### src/rtl/tcdm_bank_ctrl.sv
// Per-bank TCDM controller: unpacks xbar requests, drives a word-only SRAM, emulates byte enables by RMW.
// Optional performance counters are enabled with `define TCDM_BANK_CTRL_PERF_EN.
module tcdm_bank_ctrl #(
  parameter int unsigned AddrWidth = 10,
  parameter int unsigned DataWidth = 32,
  parameter int unsigned RespLat   = 1,
  localparam int unsigned BeWidth      = DataWidth / 8,
  localparam int unsigned ReqDataWidth = 1 + BeWidth + AddrWidth + DataWidth
) (
  input  logic                    clk_i,
  input  logic                    rst_i,
  input  logic                    req_i,
  output logic                    gnt_o,
  input  logic [ReqDataWidth-1:0] wdata_i,
  output logic [DataWidth-1:0]    rdata_o,
  output logic                    sram_req_o,
  output logic                    sram_we_o,
  output logic [AddrWidth-1:0]    sram_addr_o,
  output logic [DataWidth-1:0]    sram_wdata_o,
  input  logic [DataWidth-1:0]    sram_rdata_i
`ifdef TCDM_BANK_CTRL_PERF_EN
  ,
  input  logic                    clr_cnt_i,
  output logic [31:0]             cnt_rd_o,
  output logic [31:0]             cnt_wr_o,
  output logic [31:0]             cnt_rmw_o
`endif
);

  typedef enum logic {IDLE, RMW} state_e;

  state_e state_q, state_d;

  logic                 req_wen;
  logic [BeWidth-1:0]   req_be;
  logic [AddrWidth-1:0] req_addr;
  logic [DataWidth-1:0] req_data;
  logic                 xfer;
  logic                 rd_push;
  logic                 rmw_start;

  logic [BeWidth-1:0]   be_hold;
  logic [AddrWidth-1:0] addr_hold;
  logic [DataWidth-1:0] data_hold;
  logic                 vld_p0;

  assign {req_wen, req_be, req_addr, req_data} = wdata_i;

  // Bytes with be set come from the held request, the rest from the word just read.
  function automatic logic [DataWidth-1:0] rmw_merge(input logic [BeWidth-1:0]   be,
                                                     input logic [DataWidth-1:0] new_d,
                                                     input logic [DataWidth-1:0] old_d);
    logic [DataWidth-1:0] m;
    m = old_d;
    for (int i = 0; i < BeWidth; i++) begin
      if (be[i]) m[8*i +: 8] = new_d[8*i +: 8];
    end
    return m;
  endfunction

  assign gnt_o = (state_q == IDLE) && !rst_i;
  assign xfer  = req_i && gnt_o;

  always_comb begin
    state_d      = state_q;
    sram_req_o   = 1'b0;
    sram_we_o    = 1'b0;
    sram_addr_o  = req_addr;
    sram_wdata_o = req_data;
    rd_push      = 1'b0;
    rmw_start    = 1'b0;
    unique case (state_q)
      IDLE: begin
        if (xfer) begin
          if (!req_wen) begin
            sram_req_o = 1'b1;
            rd_push    = 1'b1;
          end else if (&req_be) begin
            sram_req_o = 1'b1;
            sram_we_o  = 1'b1;
          end else if (|req_be) begin
            sram_req_o = 1'b1;
            rmw_start  = 1'b1;
            state_d    = RMW;
          end
        end
      end
      RMW: begin
        sram_req_o   = 1'b1;
        sram_we_o    = 1'b1;
        sram_addr_o  = addr_hold;
        sram_wdata_o = rmw_merge(be_hold, data_hold, sram_rdata_i);
        state_d      = IDLE;
      end
      default: state_d = IDLE;
    endcase
    // A reset cycle never touches the SRAM, so an in-flight RMW leaves the old word intact.
    if (rst_i) begin
      sram_req_o = 1'b0;
      sram_we_o  = 1'b0;
    end
  end

  always_ff @(posedge clk_i) begin
    if (rst_i) state_q <= IDLE;
    else       state_q <= state_d;
  end

  always_ff @(posedge clk_i) begin
    if (rmw_start) begin
      be_hold   <= req_be;
      addr_hold <= req_addr;
      data_hold <= req_data;
    end
  end

  // Stage 0: read marker registered at grant
  always_ff @(posedge clk_i) begin
    if (rst_i) vld_p0 <= 1'b0;
    else       vld_p0 <= rd_push;
  end

  if (RespLat == 1) begin : g_lat1
    assign rdata_o = (vld_p0 && !rst_i) ? sram_rdata_i : '0;
  end else begin : g_pipe
    logic [RespLat-1:1] vld_pn;
    logic [DataWidth-1:0] data_pn [RespLat-1:1];

    // Stage 1..RespLat-1: SRAM data joins the valid flag and shifts to the output
    always_ff @(posedge clk_i) begin
      if (rst_i) begin
        vld_pn <= '0;
      end else begin
        vld_pn[1] <= vld_p0;
        for (int k = 2; k < RespLat; k++) vld_pn[k] <= vld_pn[k-1];
      end
    end

    always_ff @(posedge clk_i) begin
      data_pn[1] <= sram_rdata_i;
      for (int k = 2; k < RespLat; k++) data_pn[k] <= data_pn[k-1];
    end

    assign rdata_o = (vld_pn[RespLat-1] && !rst_i) ? data_pn[RespLat-1] : '0;
  end

`ifdef TCDM_BANK_CTRL_PERF_EN
  always_ff @(posedge clk_i) begin
    if (rst_i || clr_cnt_i) begin
      cnt_rd_o  <= '0;
      cnt_wr_o  <= '0;
      cnt_rmw_o <= '0;
    end else begin
      if (xfer && !req_wen)          cnt_rd_o  <= cnt_rd_o + 32'd1;
      if (xfer && req_wen && |req_be) cnt_wr_o  <= cnt_wr_o + 32'd1;
      if (rmw_start)                 cnt_rmw_o <= cnt_rmw_o + 32'd1;
    end
  end
`endif

endmodule

### config.mk
export PLATFORM = sky130hd
export DESIGN_NAME = tcdm_bank_ctrl
export DESIGN_NICKNAME = d
export VERILOG_FILES = /design/src/rtl/tcdm_bank_ctrl.sv
export SDC_FILE = /design/constraint.sdc
export NUM_CORES = 1
export LEC_CHECK = 0
export CAP_MARGIN = 20
export CORE_UTILIZATION = 41
export CTS_BUF_LIST = sky130_fd_sc_hd__clkbuf_8
export DETAILED_ROUTE_END_ITERATION = 10
export PLACE_DENSITY = 0.87
export SYNTH_ARGS = -nofsm -noshare
export SYNTH_HDL_FRONTEND = slang
export SYNTH_SLANG_ARGS = --single-unit
### constraint.sdc
create_clock -name clk_i -period 4.4 [get_ports clk_i]
set_clock_uncertainty 0.15 [all_clocks]
set_input_delay 0.88 -clock clk_i [delete_from_list [all_inputs] [get_ports clk_i]]
set_output_delay 0.88 -clock clk_i [all_outputs]
set_load 0.1 [all_outputs]
# Word-level counts from Yosys, hierarchy flattened
# Cells that the tools add are included.
# Widths: inputs -> output; s select.
word_totals:
  regBits: 48
  latchBits: 0
  ram_bits: 0
  romBits: 0
  input_bits: 82
  out_inout_bits: 77
  mem_count: 0
op_classes:
  addsub: 0
  mul: 0
  n_div: 0
  n_lt_le_gt_ge: 0
  eq_ne: 0
  shift: 0
  n_mux: 24
  bitwise: 2
  reduce_logical: 7
op_table:
  columns: ["op", "n"]
  rows:
  - ["$mux 32", 2]
  - ["$mux 8", 4]
  - ["$mux 1", 14]
  - ["$mux 10", 1]
  - ["$pmux 1 s2", 3]
  - ["$reduce_and 4->1", 1]
  - ["$reduce_or 4->1", 1]
  - ["$logic_and 1x1->1", 3]
  - ["$reduce_or 3->1", 1]
  - ["$not 1->1", 2]
  - ["$logic_not 1->1", 1]

# Longest topological paths before layout
# Gate-level depths: netlist (run 1).
depth:
  word_depth: 7
  mapped_depth: 4
  ltp_nobuf: 2

# Worst setup path after synthesis (run 1)
# OpenSTA, ideal clock, no wires.
synth_path:
  path_kind: "input-to-output"
  startpoint: "input port wdata_i[46]"
  endpoint: "output port sram_req_o"
  t_arrival_ps: 3351
  t_required_ps: 3370
  slack_ps: 19
  stages: 1
  n_path_buf: 0
  path_cell_list: "a311oi_1"
synth_between:
  elab_chain_cells: 4
synth_rtl:
  columns: ["item", "line_no", "rtl"]
  rows:
  - ["start, declared", "14", "input logic [ReqDataWidth-1:0] wdata_i,"]
  - ["$mux 1", "75", "if (!req_wen) begin"]
  - ["$mux 1", "74", "if (xfer) begin"]
  - ["$pmux 1 s2", "72", "unique case (state_q)"]
  - ["$mux 1", "98", "if (rst_i) begin"]
  - ["end, declared", "16", "output logic sram_req_o,"]
# No other way between the ends.

# Worst setup path after layout (run 1)
layout_path:
  startpoint: "input port rst_i"
  endpoint: "output port rdata_o[0]"
layout_between:
  elab_chain_cells: 3
layout_rtl:
  columns: ["item", "line_no", "rtl"]
  rows:
  - ["start, declared", "11", "input logic rst_i,"]
  - ["$logic_not 1->1", "124", "assign rdata_o = (vld_p0 && !rst_i) ? sram_rdata_i : '0;"]
  - ["$logic_and 1x1->1", "124", null]
  - ["$mux 32", "124", null]
  - ["end, declared", "15", "output logic [DataWidth-1:0] rdata_o,"]
# No other way between the ends.

==> impl_metrics.tcl, run 1 <==
set metrics [dict create \
    synth_cell_type_count 19 \
    die_height_um 80.07 \
    drt_iter0_drc 42 \
    fin_crit_sh_pct 82.78 \
    synth_compound_area_share_pct 7.011 \
    diodes 0 \
    ys_ff_latch 48 \
    status "completed" \
    pwr-share-seq_pct 40.0 \
    r2r_setup_slack_ps 1920 \
    cts_made_buffers 5 \
    hold_violations 0 \
    r2r-end "data_hold[1]" \
    r2r-start "state_q" \
    critPathLaunch "rst_i" \
    rr_worst_depth 4 \
    clk_path_buf_depth 2 \
    p_leak_nw 1.749 \
    relSlewSlack_pct 58.87 \
    overflow 0 \
    multi_input_area_um2 1005 \
    seq_area_um2 1423 \
    post_cts_buffers 0 \
    arrival_ps 2610 \
    netlist_instances 216 \
    crit_path_max_fanout 18 \
    top_usage_layer "met2" \
    synthMuxAreaShare_pct 17.33 \
    grt_setup_unrepaired "no" \
    h-tree-depth 2 \
    io_pins 159 \
    die-width_um 80.07 \
    syn_avg_cell_area_um2 11.57 \
    required_ps 3370 \
    synth_top_family_by_area "multiplexers" \
    cp-start-kind "input pin" \
    hold_class "flop to flop" \
    routed_wl_um 6464 \
    p_int_mw 0.8261 \
    dr.pass1.iters 4 \
    synth.largest_area_cell "edfxtp_1" \
    tightest_slew_ps 616.9 \
    setup_tns_ps 0 \
    power.switching_mw 0.4852 \
    synth.yosys.warnings 0 \
    clock-root-buffer "clkbuf_8" \
    power.total_mw 1.311 \
    portBuffers 158 \
    cts_tree "built" \
    grt_pass1_wl_um 9749 \
    met2_usage_pct 35.56 \
    crit_type "input pin to output port" \
    finalCriticalPeriod_ps 3642 \
    routed_via_density 4.946 \
    drive_above_1_share_pct 27.49 \
    clock_latency_ps 300 \
    cts.sinks 48 \
    maxCapViolations 0 \
    clkPwrFrac_pct 23.4 \
    use_met1_pct 23.88 \
    synth_nets 298 \
    clk_pin_slew_ps 90 \
    synth_commonest_cells "edfxtp_1 (46), nor2_1 (34), a21oi_1 (32), and2_1 (32), mux2i_1 (32)" \
    synth-main-ff-cell "edfxtp_1" \
    grtUsageTotal_pct 20.32 \
    fill_cells 394 \
    finalMaxSlewViolations 0 \
    power_density_nw_per_um2 306.1 \
    peakVddDrop_mv 0.1814 \
    synth_edf_count 46 \
    final_antenna_net_count 0 \
    rows 28 \
    synth_simple_gate_area_share_pct 15.72 \
    yosysSeqAreaShare_pct 56.89 \
    synthTopCellsByArea "edfxtp_1 (55%), mux2i_1 (13%), and2_1 (8.0%)" \
    synth_fa_ha_area_share_pct 0 \
    post-dp-hpwl_um 5003 \
    die_area_um2 6410 \
    grt_pass1_vias 1971 \
    fmax_ghz 0.2746 \
    synth_top_cell_area_share_pct 55.28 \
    vias 2206 \
    core_um2 5886 \
    ctsResizeCount 0 \
    worst_hold_slack_ps 968.6 \
    area_delta_synth_final_pct 71.46 \
    crit_end "rdata_o[0]" \
    grtUsageMet3_pct 6.250 \
    synth_xor_area_share_pct 0 \
    cp-end-kind "output port" \
    place_congestion 0.7431 \
    drc 0 \
    p_comb_share_pct 36.6 \
    async_reset_ff_share_pct 0 \
    yosysMostFrequentCell "edfxtp_1" \
    cts_hold_buf 0 \
    netlist_area_um2 2499 \
    antenna_found_initial 0 \
    fin_nets 452 \
    finalSetupViolations 0 \
    initial_core_util_pct 42.45 \
    swShare_pct 37.00 \
    wl_per_cell_um 14.49 \
    grt_start_max_net_pins 65 \
]
==> worst min-delay path by stage <==
stage	startpoint	endpoint	slack, ps	cells after the start
2_1_floorplan	state_q	vld_p0	470	3
3_3_place_gp	state_q	vld_p0	1080	2
3_5_place_dp	state_q	vld_p0	1110	2
4_1_cts	wdata_i[37]	addr_hold[5]	990	1
5_1_grt	wdata_i[37]	addr_hold[5]	980	1
6_report	state_q	vld_p0	970	3
==> power groups by stage <==
stage	logic, mW	clock network, mW	registers (mW)
after floorplan	0.327	0	0.528
after global placement	0.471	0	0.538
after detailed placement	0.475	0	0.539
after CTS	0.476	0.315	0.528
after global routing	0.497	0.340	0.526
final	0.480	0.307	0.524
==> area by class of cell <==
cell class | count | area share (%)
multi-input combinational | 151 | 23.45
sequential | 48 | 33.21
inverter | 1 | 0.08762
timing repair buffer | 163 | 38.55
tap | 75 | 2.190
clock inverter | 3 | 0.9054
clock buffer | 5 | 1.606
==> sequential cells by signal, summed over array words and instances, names as in the netlist <==
name / count
addr_hold: 10
state_q: 1
data_hold: 32
be_hold: 4
vld_p0: 1
==> metal layers <==
metal / up-vias / part of all wire [%]
met5: - / 0
met4: 0 / 0.85
met3: 6 / 8.0
met2: 101 / 51
met1: 994 / 40
li1: 1105 / -
==> logic make-up after synthesis <==
kind of cell | Yosys count
simple gates | 75
flops | 48
mux | 42
compound gates | 34
buf+inv | 17
==> per-stage QoR <==
step           worst slack (ps)  cells  area, um^2  util [%]
3_3_place_gp              830.0    437        4156     70.62
5_1_grt                   630.3    446        4284     72.79
6_report                  757.7    446        4284     72.79
3_5_place_dp              715.0    437        4156     70.62
4_1_cts                   713.6    445        4264     72.45
2_1_floorplan             18.78    216        2499         -
==> cells in the final DEF, fill, tap and decap left out, drive strengths merged <==
cell type	count
nand3b	1
nor3b	1
a21oi	32
mux2i	32
nor2b	2
o22ai	1
and4	2
clkinv	1
buf	82
a311oi	1
and2	32
clkbuf	5
bufinv	1
dfxtp	2
nand4	1
mux2	10
nor2	34
edfxtp	46
or4	1
inv	2
clkdlybuf4s50	81
nor4	1
==> worst max-delay path, stage by stage <==
cell and delay, ps:
clkdlybuf4s50_1 530, nor2b_2 470, buf_4 290, and2_1 150
buf_4 290
Note: power is estimated with default switching activity, not from simulation.
==> run 2, diff against run 1 <==
--- a/config.mk
+++ b/config.mk
@@ -6,10 +6,10 @@
 export NUM_CORES = 1
 export LEC_CHECK = 0
 export CAP_MARGIN = 20
-export CORE_UTILIZATION = 41
+export CORE_UTILIZATION = 34
 export CTS_BUF_LIST = sky130_fd_sc_hd__clkbuf_8
 export DETAILED_ROUTE_END_ITERATION = 10
-export PLACE_DENSITY = 0.87
+export PLACE_DENSITY = 0.77
 export SYNTH_ARGS = -nofsm -noshare
 export SYNTH_HDL_FRONTEND = slang
 export SYNTH_SLANG_ARGS = --single-unit
==> constraint.sdc (replaced) <==
create_clock -name clk_i -period 3.3 [get_ports clk_i]
set_clock_uncertainty 0.15 [all_clocks]
set_input_delay 0.66 -clock clk_i [delete_from_list [all_inputs] [get_ports clk_i]]
set_output_delay 0.66 -clock clk_i [all_outputs]
set_load 0.1 [all_outputs]
==> run 2 against run 1 <==
  * Sequential share of layout area is 4.5 points lower
  * Register-to-register slack got worse by 660 ps
  * Utilization down 1.3 points
  * Non-clock buffer count rose by 1
  * Worst setup slack got worse by 380 ps
  * Clock power up 61%
  * Cell area up 16%
  * Largest power group is now combinational logic
==> impl_metrics.tcl, run 2 (same netlist as run 1, synthesis figures left out) <==
set metrics [dict create \
    status "completed" \
    io_pins 159 \
    p_leak_nw 1.964 \
    setup_ws_ps 379.3 \
    vias 2182 \
    met2_length_um 3766 \
    hold_path_depth 1 \
    dr.pass1.iters 4 \
    fmax_ghz 0.3424 \
    worst_hold_slack_ps 782.8 \
    post-dp-hpwl_um 5622 \
    overflow 0 \
    power_density_nw_per_um2 391.2 \
    die-width_um 87.73 \
    core_um2 6944 \
    ctsResizeCount 0 \
    top_register "data_hold" \
    hold_class "input pin to flop" \
    grt_setup_unrepaired "no" \
    drc 0 \
    place_ws_ps 474.5 \
    r2r-start "state_q" \
    fin_crit_sh_pct 88.51 \
    drive_above_1_share_pct 27.96 \
    place_congestion 0.7698 \
    tightest_slew_ps 878.5 \
    grt_pass1_vias 2240 \
    hold_violations 0 \
    relSlewSlack_pct 41.43 \
    grt_start_max_net_pins 47 \
    clock-root-buffer "clkbuf_8" \
    r2r_setup_slack_ps 1260 \
    post_cts_buffers 0 \
    final_antenna_net_count 0 \
    cp-end-kind "output port" \
    required_ps 2490 \
    highest_layer "met4" \
    crit_path_max_fanout 46 \
    initial_core_util_pct 35.98 \
    clk_pin_slew_ps 90 \
    antenna_found_initial 0 \
    power.total_mw 1.941 \
    finalSetupViolations 0 \
    setup_tns_ps 0 \
    fin_nets 453 \
    wl_met1_um 2753 \
    final_cell_mix "clkdlybuf4s50_1 (81), buf_12 (67), edfxtp_1 (46), nor2_1 (34)" \
    cts_made_buffers 5 \
    routed_via_density 4.662 \
    h-tree-depth 2 \
    cts_hold_buf 0 \
    routed_wl_um 7034 \
    largest_registers "data_hold x32, addr_hold x10, be_hold x4" \
    rr_worst_depth 3 \
    mostFrequentLayoutCell "clkdlybuf4s50_1" \
    cts_tree "built" \
    diodes 0 \
    crit_type "flop to output port" \
    largest_reg_flops 32 \
    critPathLaunch "state_q" \
    fin_cells 468 \
    fill_cells 496 \
    finalCriticalPeriod_ps 2921 \
    finalMaxSlewViolations 0 \
    grt_pass1_wl_um 11080 \
    drt_iter0_drc 61 \
    min_from "wdata_i[37]" \
    cp-start-kind "flop" \
    whs_endpoint "addr_hold[5]" \
    clk_path_buf_depth 2 \
    die_area_um2 7696 \
    peakVddDrop_mv 0.2838 \
    arrival_ps 2110 \
    rows 30 \
    final_util_pct 71.46 \
    grtUsageTotal_pct 18.87 \
    area_delta_synth_final_pct 98.60 \
    clock_latency_ps 290 \
    maxCapViolations 0 \
    stdcell_area_um2 4962 \
    die_height_um 87.73 \
    portBuffers 158 \
    placed_cells 460 \
    wl_per_cell_um 15.03 \
    cts.sinks 48 \
    r2r-end "data_hold[7]" \
    place_area_um2 4830 \
    wl_met3_um 470 \
]
run 2: worst max path at each step:
stage | to | slack, ps
CTS | sram_addr_o[6] | 350
floorplan | sram_we_o | 210
finish | sram_addr_o[6] | 380
global placement | rdata_o[20] | 560
global route | sram_addr_o[8] | 260
detailed placement | rdata_o[2] | 470
run 2: metal layers:
layer,up-vias,track usage (%)
met4,0,3.279
met2,86,34.39
li1,1096,-
met5,-,0
met1,995,21.89
met3,5,5.938
run 2: final cells by class:
class / instances / area, um^2 / share of cell area, %
Multi-Input combinational cell: 151 / 1011 / 20.37
Clock inverter: 3 / 63.81 / 1.286
Timing Repair Buffer: 164 / 2272 / 45.79
Inverter: 1 / 3.754 / 0.07564
Sequential cell: 48 / 1423 / 28.67
Tap cell: 96 / 120.1 / 2.421
Clock buffer: 5 / 68.82 / 1.387
run 2: power breakdown:
group          leakage (nW)  switching (mW)  total [mW]  internal (mW)
logic                  1.46           0.464       0.744          0.280
registers             0.437          0.0155       0.703          0.687
clock network        0.0695           0.195       0.495          0.300
run 2: critical path, stage by stage (launching register included):
cell and delay (ps):
dfxtp_2 920, buf_4 310, mux2_2 350, buf_4 230
